## src/rtl/mips_multicycle_ctrl_if.sv

```systemverilog
// Control bundle between the multicycle MIPS control FSM (master) and the datapath (slave).
// The opcode and memory handshake flow into the controller; mux selects and strobes flow out.
interface mips_multicycle_ctrl_if #(
    parameter int CNT_W = 32
);
    logic [5:0]       opcode;
    logic             mem_ready;
    logic [1:0]       alu_op;
    logic             alu_src_a;
    logic [1:0]       alu_src_b;
    logic [1:0]       pc_source;
    logic             pc_write;
    logic             pc_write_cond;
    logic             iord;
    logic             mem_read;
    logic             mem_write;
    logic             ir_write;
    logic             reg_dst;
    logic             mem_to_reg;
    logic             reg_write;
    logic             instr_done;
    logic             illegal;
    logic [CNT_W-1:0] instr_count;

    modport master (
        input  opcode, mem_ready,
        output alu_op, alu_src_a, alu_src_b, pc_source, pc_write, pc_write_cond,
               iord, mem_read, mem_write, ir_write, reg_dst, mem_to_reg, reg_write,
               instr_done, illegal, instr_count
    );

    modport slave (
        output opcode, mem_ready,
        input  alu_op, alu_src_a, alu_src_b, pc_source, pc_write, pc_write_cond,
               iord, mem_read, mem_write, ir_write, reg_dst, mem_to_reg, reg_write,
               instr_done, illegal, instr_count
    );
endinterface

```

## src/rtl/mips_multicycle_ctrl.sv

```systemverilog
// Main control FSM of the multicycle MIPS datapath: sequences fetch/decode/execute/memory/writeback,
// stalls on mem_ready, traps on unknown opcodes and counts retired instructions.
module mips_multicycle_ctrl #(
    parameter int CNT_W       = 32,
    parameter bit ENABLE_ADDI = 1'b1
) (
    input  logic                   clk,
    input  logic                   rst,
    mips_multicycle_ctrl_if.master bus
);

    localparam logic [5:0] OP_RTYPE = 6'b000000;
    localparam logic [5:0] OP_LW    = 6'b100011;
    localparam logic [5:0] OP_SW    = 6'b101011;
    localparam logic [5:0] OP_BEQ   = 6'b000100;
    localparam logic [5:0] OP_J     = 6'b000010;
    localparam logic [5:0] OP_ADDI  = 6'b001000;

    typedef enum logic [3:0] {
        FETCH,
        DECODE,
        MEMADR,
        MEMRD,
        MEMWB,
        MEMWR,
        EXEC,
        RWB,
        BRANCH,
        JUMP,
        ADDI_EX,
        ADDI_WB,
        TRAP
    } state_t;

    state_t           state;
    state_t           next_state;
    logic             done;
    logic [CNT_W-1:0] count;

    always_ff @(posedge clk) begin
        if (rst) begin
            state <= FETCH;
            count <= '0;
        end else begin
            state <= next_state;
            if (done) begin
                count <= count + 1'b1;
            end
        end
    end

    // Outputs depend on state only, except the mem_ready-qualified strobes; all gated off during reset.
    always_comb begin
        next_state        = state;
        done              = 1'b0;
        bus.alu_op        = 2'b00;
        bus.alu_src_a     = 1'b0;
        bus.alu_src_b     = 2'b00;
        bus.pc_source     = 2'b00;
        bus.pc_write      = 1'b0;
        bus.pc_write_cond = 1'b0;
        bus.iord          = 1'b0;
        bus.mem_read      = 1'b0;
        bus.mem_write     = 1'b0;
        bus.ir_write      = 1'b0;
        bus.reg_dst       = 1'b0;
        bus.mem_to_reg    = 1'b0;
        bus.reg_write     = 1'b0;
        bus.illegal       = 1'b0;
        if (!rst) begin
            case (state)
                FETCH: begin
                    bus.mem_read  = 1'b1;
                    bus.alu_src_b = 2'b01;
                    bus.ir_write  = bus.mem_ready;
                    bus.pc_write  = bus.mem_ready;
                    if (bus.mem_ready) begin
                        next_state = DECODE;
                    end
                end
                DECODE: begin
                    bus.alu_src_b = 2'b11;
                    case (bus.opcode)
                        OP_RTYPE: next_state = EXEC;
                        OP_LW:    next_state = MEMADR;
                        OP_SW:    next_state = MEMADR;
                        OP_BEQ:   next_state = BRANCH;
                        OP_J:     next_state = JUMP;
                        OP_ADDI:  next_state = ENABLE_ADDI ? ADDI_EX : TRAP;
                        default:  next_state = TRAP;
                    endcase
                end
                MEMADR: begin
                    bus.alu_src_a = 1'b1;
                    bus.alu_src_b = 2'b10;
                    next_state    = (bus.opcode == OP_SW) ? MEMWR : MEMRD;
                end
                MEMRD: begin
                    bus.mem_read = 1'b1;
                    bus.iord     = 1'b1;
                    if (bus.mem_ready) begin
                        next_state = MEMWB;
                    end
                end
                MEMWB: begin
                    bus.reg_write  = 1'b1;
                    bus.mem_to_reg = 1'b1;
                    done           = 1'b1;
                    next_state     = FETCH;
                end
                MEMWR: begin
                    bus.mem_write = 1'b1;
                    bus.iord      = 1'b1;
                    if (bus.mem_ready) begin
                        done       = 1'b1;
                        next_state = FETCH;
                    end
                end
                EXEC: begin
                    bus.alu_src_a = 1'b1;
                    bus.alu_op    = 2'b10;
                    next_state    = RWB;
                end
                RWB: begin
                    bus.reg_write = 1'b1;
                    bus.reg_dst   = 1'b1;
                    done          = 1'b1;
                    next_state    = FETCH;
                end
                BRANCH: begin
                    bus.alu_src_a     = 1'b1;
                    bus.alu_op        = 2'b01;
                    bus.pc_write_cond = 1'b1;
                    bus.pc_source     = 2'b01;
                    done              = 1'b1;
                    next_state        = FETCH;
                end
                JUMP: begin
                    bus.pc_write  = 1'b1;
                    bus.pc_source = 2'b10;
                    done          = 1'b1;
                    next_state    = FETCH;
                end
                ADDI_EX: begin
                    bus.alu_src_a = 1'b1;
                    bus.alu_src_b = 2'b10;
                    next_state    = ADDI_WB;
                end
                ADDI_WB: begin
                    bus.reg_write = 1'b1;
                    done          = 1'b1;
                    next_state    = FETCH;
                end
                TRAP: begin
                    bus.illegal = 1'b1;
                end
                default: begin
                    next_state = FETCH;
                end
            endcase
        end
    end

    assign bus.instr_done  = done;
    assign bus.instr_count = count;

endmodule

```

## src/flat_wrapper.sv

```systemverilog
// flat-port wrapper written by rule: the top's interface ports become plain ports
module mips_multicycle_ctrl_flat 
#(
    parameter int CNT_W       = 32,
    parameter bit ENABLE_ADDI = 1'b1
)
  (clk, rst, bus_opcode, bus_mem_ready, bus_alu_op, bus_alu_src_a, bus_alu_src_b, bus_pc_source, bus_pc_write, bus_pc_write_cond, bus_iord, bus_mem_read, bus_mem_write, bus_ir_write, bus_reg_dst, bus_mem_to_reg, bus_reg_write, bus_instr_done, bus_illegal, bus_instr_count);
  mips_multicycle_ctrl_if #(.CNT_W(CNT_W)) bus_i ();
  input  logic clk;
  input  logic rst;
  input wire logic [$bits(bus_i.opcode)-1:0] bus_opcode;
  input wire logic [$bits(bus_i.mem_ready)-1:0] bus_mem_ready;
  output wire logic [$bits(bus_i.alu_op)-1:0] bus_alu_op;
  output wire logic [$bits(bus_i.alu_src_a)-1:0] bus_alu_src_a;
  output wire logic [$bits(bus_i.alu_src_b)-1:0] bus_alu_src_b;
  output wire logic [$bits(bus_i.pc_source)-1:0] bus_pc_source;
  output wire logic [$bits(bus_i.pc_write)-1:0] bus_pc_write;
  output wire logic [$bits(bus_i.pc_write_cond)-1:0] bus_pc_write_cond;
  output wire logic [$bits(bus_i.iord)-1:0] bus_iord;
  output wire logic [$bits(bus_i.mem_read)-1:0] bus_mem_read;
  output wire logic [$bits(bus_i.mem_write)-1:0] bus_mem_write;
  output wire logic [$bits(bus_i.ir_write)-1:0] bus_ir_write;
  output wire logic [$bits(bus_i.reg_dst)-1:0] bus_reg_dst;
  output wire logic [$bits(bus_i.mem_to_reg)-1:0] bus_mem_to_reg;
  output wire logic [$bits(bus_i.reg_write)-1:0] bus_reg_write;
  output wire logic [$bits(bus_i.instr_done)-1:0] bus_instr_done;
  output wire logic [$bits(bus_i.illegal)-1:0] bus_illegal;
  output wire logic [$bits(bus_i.instr_count)-1:0] bus_instr_count;
  assign bus_i.opcode = bus_opcode;
  assign bus_i.mem_ready = bus_mem_ready;
  assign bus_alu_op = bus_i.alu_op;
  assign bus_alu_src_a = bus_i.alu_src_a;
  assign bus_alu_src_b = bus_i.alu_src_b;
  assign bus_pc_source = bus_i.pc_source;
  assign bus_pc_write = bus_i.pc_write;
  assign bus_pc_write_cond = bus_i.pc_write_cond;
  assign bus_iord = bus_i.iord;
  assign bus_mem_read = bus_i.mem_read;
  assign bus_mem_write = bus_i.mem_write;
  assign bus_ir_write = bus_i.ir_write;
  assign bus_reg_dst = bus_i.reg_dst;
  assign bus_mem_to_reg = bus_i.mem_to_reg;
  assign bus_reg_write = bus_i.reg_write;
  assign bus_instr_done = bus_i.instr_done;
  assign bus_illegal = bus_i.illegal;
  assign bus_instr_count = bus_i.instr_count;
  mips_multicycle_ctrl #(.CNT_W(CNT_W), .ENABLE_ADDI(ENABLE_ADDI)) u_core (.clk(clk), .rst(rst), .bus(bus_i));
endmodule
```

## config.mk

```make
export PLATFORM = sky130hd
export DESIGN_NAME = mips_multicycle_ctrl_flat
export DESIGN_NICKNAME = d
export VERILOG_FILES = /design/src/rtl/mips_multicycle_ctrl_if.sv /design/src/rtl/mips_multicycle_ctrl.sv /design/src/flat_wrapper.sv
export SDC_FILE = /design/constraint.sdc
export NUM_CORES = 1
export LEC_CHECK = 0
export CORE_ASPECT_RATIO = 2
export CORE_UTILIZATION = 55
export DETAILED_ROUTE_END_ITERATION = 8
export DONT_BUFFER_PORTS = 1
export GPL_TIMING_DRIVEN = 0
export PLACE_DENSITY = 0.73
export SLEW_MARGIN = 20
export SYNTH_ARGS = -nofsm -noshare
export SYNTH_HDL_FRONTEND = slang
export SYNTH_SLANG_ARGS = --single-unit
```

## constraint.sdc

```tcl
create_clock -name clk -period 4.01 [get_ports clk]
set_input_delay 1.203 -clock clk [delete_from_list [all_inputs] [get_ports clk]]
set_output_delay 1.203 -clock clk [all_outputs]
set_load 0.1 [all_outputs]
```

## After elaboration in Yosys (flattened, before gate mapping)

Index checks and enable logic that the tools add are counted.

| word-level totals | value |
|---|---|
| register bits | 36 |
| input port bits | 9 |
| output and inout port bits | 50 |
| logic and storage cells | 71 |

| cells by class | value |
|---|---|
| $add $sub $neg | 1 |
| equality and inequality tests | 20 |
| multiplexer cells | 37 |
| bitwise operators | 1 |
| reduce and logical (&&, ||, !) cells | 10 |

Operators by type and width:

| cell | number |
|---|---|
| adder 32 x 1 -> 32 bit (second input constant) | 1 |
| case mux 4 bit (8 select lines) | 1 |
| 2-to-1 mux 1 bit | 23 |
| == test 4 bit (second input constant) | 5 |
| case mux 4 bit (5 select lines) | 1 |
| == test 4 x 3 -> 1 bit (second input constant) | 4 |
| == test 6 bit (second input constant) | 2 |
| 2-to-1 mux 4 bit | 3 |
| == test 4 x 2 -> 1 bit (second input constant) | 2 |
| case mux 2 bit (2 select lines) | 2 |
| OR reduction 2 bit | 4 |
| == test 6 x 2 -> 1 bit (second input constant) | 1 |
| == test 6 x 3 -> 1 bit (second input constant) | 1 |
| == test 6 x 4 -> 1 bit (second input constant) | 1 |
| zero test 6 bit | 1 |
| 2-to-1 mux 2 bit | 3 |
| != test 2 bit (second input constant) | 3 |
| case mux 2 bit (3 select lines) | 1 |
| OR reduction 5 bit | 1 |
| == test 4 x 1 -> 1 bit (second input constant) | 1 |
| zero test 4 bit | 1 |
| case mux 1 bit (2 select lines) | 2 |
| AND reduction 4 bit | 1 |
| OR reduction 4 bit | 1 |
| 3 further kinds | 3 |

## Depth between registers and ports, before layout

Gate-level depths: netlist of the first run.

| depth | value |
|---|---|
| depth in word-level cells | 4 |
| depth in mapped cells | 7 |
| mapped depth without buffers | 6 |

## Least setup slack after synthesis of the first run

Ideal clock, no wire load.

| timing | value |
|---|---|
| path type | input -> output |
| start point | input port rst |
| end point | output port bus_pc_write |
| arrival | 5132 ps |
| data required time | 2807 ps |
| slack | -2325 ps |
| stages | 3 |
| path buffers | 1 |
| cell sequence | clkbuf_1 nor4_1 or2_2 |

| between the ends | value |
|---|---|
| longest elaborated chain between the ends | 1 |

RTL lines:

| element | line | text |
|---|---|---|
| start, declared | flat_wrapper.sv:10 | `input logic rst;` |
| 2-to-1 mux 1 bit | mips_multicycle_ctrl.sv:70 | `if (!rst) begin` |
| end, declared | flat_wrapper.sv:17 | `output wire logic [$bits(bus_i.pc_write)-1:0] bus_pc_write;` |

No other way between the ends.

## Worst setup path in the final report of the first run

Ends and elaborated chain as after synthesis.

==> impl_metrics.yaml, run 1 <==
logic_synthesis:
  ys_seq_area_share_pct: 35.06
  synth.avg_cell_area_um2: 7.846
  syn_nets: 272
  yosys-top-cells-area: "dfxtp_1 (35%), nor2_1 (8.2%), xor2_1 (6.0%)"
  ys_top_cells_by_count: "nor2_1 (45), dfxtp_1 (36), nand2_1 (24), xor2_1 (14), xnor2_1 (13)"
  synth.most_common_cell: "nor2_1"
  synth_cell_types: 45
  synth_top_area_share_pct: 35.06
  synth_edf_count: 0
  async_flop_share_pct: 0
  synthCells: 262
  synth.cell_area_mm2: 0.002056
  synth-seq-cells: 36
  yosys.area.top_type: "dfxtp_1"
  yosys_warnings: 0
  synth_ff_type: "dfxtp_1"
clocking:
  cts_tree: "built"
  htree_levels: 2
  post-cts-setup-buffer-count: 0
  ctsHoldBuffers: 0
  cts_num_sinks: 36
  clk_pin_slew_worst_paths_ns: 0.07
  clk_latency_ns: 0.29
  clockBufferDepth: 2
  root_buffer: "clkbuf_8"
  cts_buffers: 5
floorplanning:
  start_util_pct: 56.99
  fp-row-count: 31
  die_x_um: 45.23
  core_mm2: 0.003607
  dieArea_mm2: 0.004001
  design.portCount: 59
  die_h_um: 88.46
placement:
  place_hpwl_mm: 3.933
  dpl-instance-area_mm2: 0.002231
  gp_congestion: 0.7913
  port_buffers: 0
timing:
  setup_viol_count_final: 0
  worstMarginPinSlew_ns: 1.184
  whs_ns: 0.7057
  max_freq_mhz: 254.2
  maxSlewViolCount: 0
  period_needed_ns: 3.934
  slew_headroom_pct: 21.08
  fin_crit_sh_pct: 98.11
  rsz0062_at_grt: "no"
  hold_viol: 0
  fin_skew_ns: 0.005401
critical_path:
  critPathMaxFanout: 10
  worstPathArrival_ns: 2.73
  critPathKind: "in2out"
  cp-end-kind: "output port"
  critPathRequiredTime_ns: 2.81
  worstSetupStartpointType: "input port"
global_route:
  gr-usage-all-layers_pct: 29.10
  grt_pass1_vias: 1889
  grt_pass1_wl_mm: 8.604
  grt_max_degree: 11
  antenna_found_initial: 0
  grt.overflow.total: 0
finish:
  fin_util_pct: 64.45
  area_growth_pct: 13.09
  drive_gt1_share_pct: 14.39
  antenna_cells: 0
  fin_area_mm2: 0.002325
  fin_nets: 281
job:
  max-cap-violations: 0
worst_hold_path:
  hp-class: "reg2reg"
route:
  vias: 1933
  finalWirelength_mm: 5.255
  drtIter0Drc: 54
  drtAntennaViolNets: 0
  avgViaCountPerCell: 6.041
  routedWlPerCell_um: 16.42
  drcViolationCount: 0
  first_pass_iters: 4
power_and_ir_drop:
  power_leakage_nw: 0.8041
  peakVddDrop_mv: 0.3316
  p_per_area_mw_per_mm2: 314.1
run_status:
  status: "completed"
through the flow:
stage	cells	total power [mW]	worst slack [ns]	setup TNS, ns
floorplan	262	0.4718	-0.3412	-0.3674
finish	320	0.7303	0.07568	0
detailed placement	313	0.4907	-0.4685	-0.4685
global placement	311	0.4841	-0.4545	-0.6960
CTS	320	0.7329	0.06180	0
global route	320	0.7567	0.001698	0
flip-flops by register name, summed over array words and instances (netlist names):
signal                  flops
u_core.bus.instr_count     32
u_core.state                4
per-layer routing:
metal / routed length [µm] / global-route usage, % / share of wire (%) / up-vias
li1: - / - / - / 945
met1: 1844 / 27.88 / 35 / 928
met2: 3075 / 57.05 / 59 / 52
met3: 221 / 5.102 / 4.2 / 8
met4: 114 / 11.29 / 2.2 / 0
met5: 0 / 0 / 0 / -
worst max-delay path, cell delays in order:
cell and delay (ns):
clkbuf_2 0.20, nor2_1 0.17, nand2_1 0.19, nor2_4 0.54
or2_4 0.43
final cells by class:
class                           count  area, µm²
Multi-Input combinational cell    210       1364
Fill cell                         339       1282
Sequential cell                    36      723.2
Clock buffer                        6      72.57
Buffer                             15      65.06
Tap cell                           49      61.31
Timing Repair Buffer                2      30.03
Clock inverter                      1      5.005
Inverter                            1      3.754
power breakdown:
part / internal (mW) / switching, mW / total, mW
Combinational: 0.0262 / 0.0862 / 0.112
Sequential: 0.360 / 0.0120 / 0.372
Clock: 0.118 / 0.128 / 0.246
cell families after synthesis:
group / count (synthesis) / share of synthesized area, %
DFF: 36 / 35.06
xor gates and xnor gates: 27 / 11.50
buffers and inverters: 16 / 3.286
muxes: 1 / 0.4869
AOI/OAI and AO/OA: 33 / 9.313
and+or+nand+nor: 148 / 39.75
adders and majority gates: 1 / 0.6085
worst paths after layout:
kind	startpoint	end	slack, ns	cells after the start
max reg2reg	u_core.bus.instr_count[8]	u_core.bus.instr_count[29]	1.19	5
min reg2reg	u_core.state[3]	u_core.state[3]	0.71	3
max	rst	bus_pc_write	0.08	5
min	u_core.state[3]	u_core.state[3]	0.71	3
cell usage in the layout, fill, tap and decap left out, types with 4 or more instances in the layout:
master / n
o21ai_0: 12
nand3_1: 12
nor3_1: 8
clkbuf_8: 5
nand2_1: 24
nor2_2: 6
xor2_1: 14
or3_1: 5
xnor2_1: 13
dfxtp_1: 34
clkbuf_1: 9
nor4_1: 7
nor2b_1: 5
and3_1: 4
nor2_1: 36
nand4_1: 12
a21oi_1: 10
timing repair:
action                     CTS  global route
hold endpoints to repair     0             0
pin swaps                    2             1
gates resized for setup      3             1
setup endpoints to repair    1             2
Note: power is estimated with default switching activity, not from simulation.
==> run 2: changes to the inputs <==
Settings changed: CTS_CLUSTER_SIZE set to 10, REMOVE_ABC_BUFFERS set to 1.
==> run 2 against run 1 <==
Sequential share of layout area rose by 0.86 points. Total power fell by 5.1%. Global-route usage fell by 2.9 points. Clock-buffer cell count fell by 1. Setup slack improved by 0.11 ns. Wire length fell by 9.3%. Cell area fell by 2.7%. Sequential power rose by 1%. Flip-flop and latch count did not move. Critical path type unchanged. Critical endpoint is now bus_instr_done.
==> impl_metrics.yaml, run 2 (same netlist as run 1, synthesis figures left out) <==
run_status:
  status: "completed"
timing:
  whs_ns: 0.6739
  fin_crit_sh_pct: 95.39
  hold_viol: 0
  period_needed_ns: 3.825
  setup_viol_count_final: 0
  fin_skew_ns: 0.003663
  maxSlewViolCount: 0
  max_freq_mhz: 261.4
  worstMarginPinSlew_ns: 1.197
  slew_headroom_pct: 20.03
  rsz0062_at_grt: "no"
route:
  avgViaCountPerCell: 5.971
  routedWlPerCell_um: 15.53
  drcViolationCount: 0
  vias: 1833
  finalWirelength_mm: 4.767
  drtAntennaViolNets: 0
  drtIter0Drc: 39
  first_pass_iters: 4
critical_path:
  cp-end-kind: "output port"
  timing.rr.start: "u_core.bus.instr_count[7]"
  crit_chain: "nand4bb_1, nand4_1, nor2_4"
  worstPathArrival_ns: 2.62
  cpLargestDelayFamily: "simple AND/OR/NAND/NOR gates"
  cpPeakStageDelay_ns: 0.72
  critPathRequiredTime_ns: 2.81
  crit_slowest_cell: "nor2_4"
  cp_num_buf_inv: 0
  startpoint: "bus_mem_ready"
  worstSetupStartpointType: "input port"
  critPathKind: "in2out"
  critPathMaxFanout: 13
global_route:
  met2_usage_pct: 49.93
  top_usage_layer: "met2"
  met1_usage_pct: 24.62
  gr-usage-all-layers_pct: 26.15
  grt_max_degree: 47
  grt_pass1_wl_mm: 7.797
  grt_pass1_vias: 1788
  grtUsageMet3_pct: 6.531
  antenna_found_initial: 0
  grt.overflow.total: 0
floorplanning:
  fp-row-count: 31
  die_x_um: 45.23
  dieArea_mm2: 0.004001
  core_mm2: 0.003607
  die_h_um: 88.46
  design.portCount: 59
  start_util_pct: 56.99
clocking:
  clockBufferDepth: 2
  htree_levels: 2
  ctsHoldBuffers: 0
  cts_num_sinks: 36
  clk_latency_ns: 0.28
  cts_buffers: 5
  clk_pin_slew_worst_paths_ns: 0.06
  cts_tree: "built"
  root_buffer: "clkbuf_8"
power_and_ir_drop:
  power_mw: 0.6928
  power_leakage_nw: 0.7789
  peakVddDrop_mv: 0.2125
  p_per_area_mw_per_mm2: 306.3
finish:
  final_cell_mix: "nor2_1 (36), dfxtp_1 (34), nand2_1 (24)"
  drive_gt1_share_pct: 13.95
  largest_register_ffs: 32
  fin_nets: 270
  antenna_cells: 0
  area_growth_pct: 10.04
  layout_commonest_cell: "nor2_1"
placement:
  place_hpwl_mm: 3.636
  gp_congestion: 0.7735
  port_buffers: 0
job:
  max-cap-violations: 0
worst_hold_path:
  hp-class: "reg2reg"
  min_from: "u_core.state[3]"
==> run 2: cell count changes in the layout (fill, tap and decap cells not counted), sizes merged <==
cell | before | now
buf | 8 | 6
clkbuf | 15 | 5
clkinv | 1 | 0
==> run 2: report_power, final <==
| group | total (mW) | switching [mW] | internal [mW] | leakage (nW) |
|---|---|---|---|---|
| clock network | 0.224 | 0.112 | 0.112 | 0.0359 |
| registers | 0.376 | 0.0156 | 0.360 | 0.291 |
| logic | 0.0927 | 0.0692 | 0.0235 | 0.452 |
| total | 0.693 | 0.197 | 0.496 | 0.779 |
==> run 2: cell type report <==
cell class / count / area, µm²
multi-input combinational: 210 / 1326
tap: 49 / 61.31
timing repair buffer: 6 / 78.83
sequential: 36 / 723.2
fill: 339 / 1345
clock buffer: 5 / 68.82
inverter: 1 / 3.754
==> run 2: final timing paths <==
check                                     to  slack, ns  cells after the start
hold reg to reg              u_core.state[3]       0.67                      2
hold / removal               u_core.state[3]       0.67                      2
setup reg to reg  u_core.bus.instr_count[29]       1.25                      5
setup / recovery              bus_instr_done       0.18                      3
==> run 2: per-stage QoR <==
| step | setup slack, ns | setup TNS (ns) | util (%) | area [µm²] | cells |
|---|---|---|---|---|---|
| floorplan | -2.171 | -8.325 | - | 1992 | 247 |
| global placement | -2.223 | -9.032 | 56.92 | 2053 | 296 |
| detailed placement | -0.09211 | -0.09211 | 60.60 | 2186 | 302 |
| CTS | 0.1796 | 0 | 62.64 | 2260 | 307 |
| global route | 0.07775 | 0 | 62.71 | 2262 | 307 |
| finish | 0.1847 | 0 | 62.71 | 2262 | 307 |
==> run 2: what timing repair did <==
item	in CTS	in global routing
setup endpoints to repair	1	0
resized for setup	1	0
setup buffers	0	0
==> run 2: tightest hold or removal path: cells and delay by family (launching register included) <==
family / cells / cell delay (ns)
AOI/OAI and AO/OA: 1 / 0.06
and+or+nand+nor: 1 / 0.14
DFF: 1 / 0.43
==> run 2: layer usage <==
metal  wire, µm  share of wire (%)  vias to the layer above
met3        248                5.2                       12
met2       2705                 57                       62
met5          0                  0                        -
li1           -                  -                      918
met1       1684                 35                      841
met4        129                2.7                        0
==> run 3: changes to the inputs <==
Settings changed: ABC_CLOCK_PERIOD_IN_PS set to 4010, CTS_CLUSTER_SIZE 10 to not set.
==> results of run 3 <==
Final layout, timing and power as in run 2 (identical DEF).
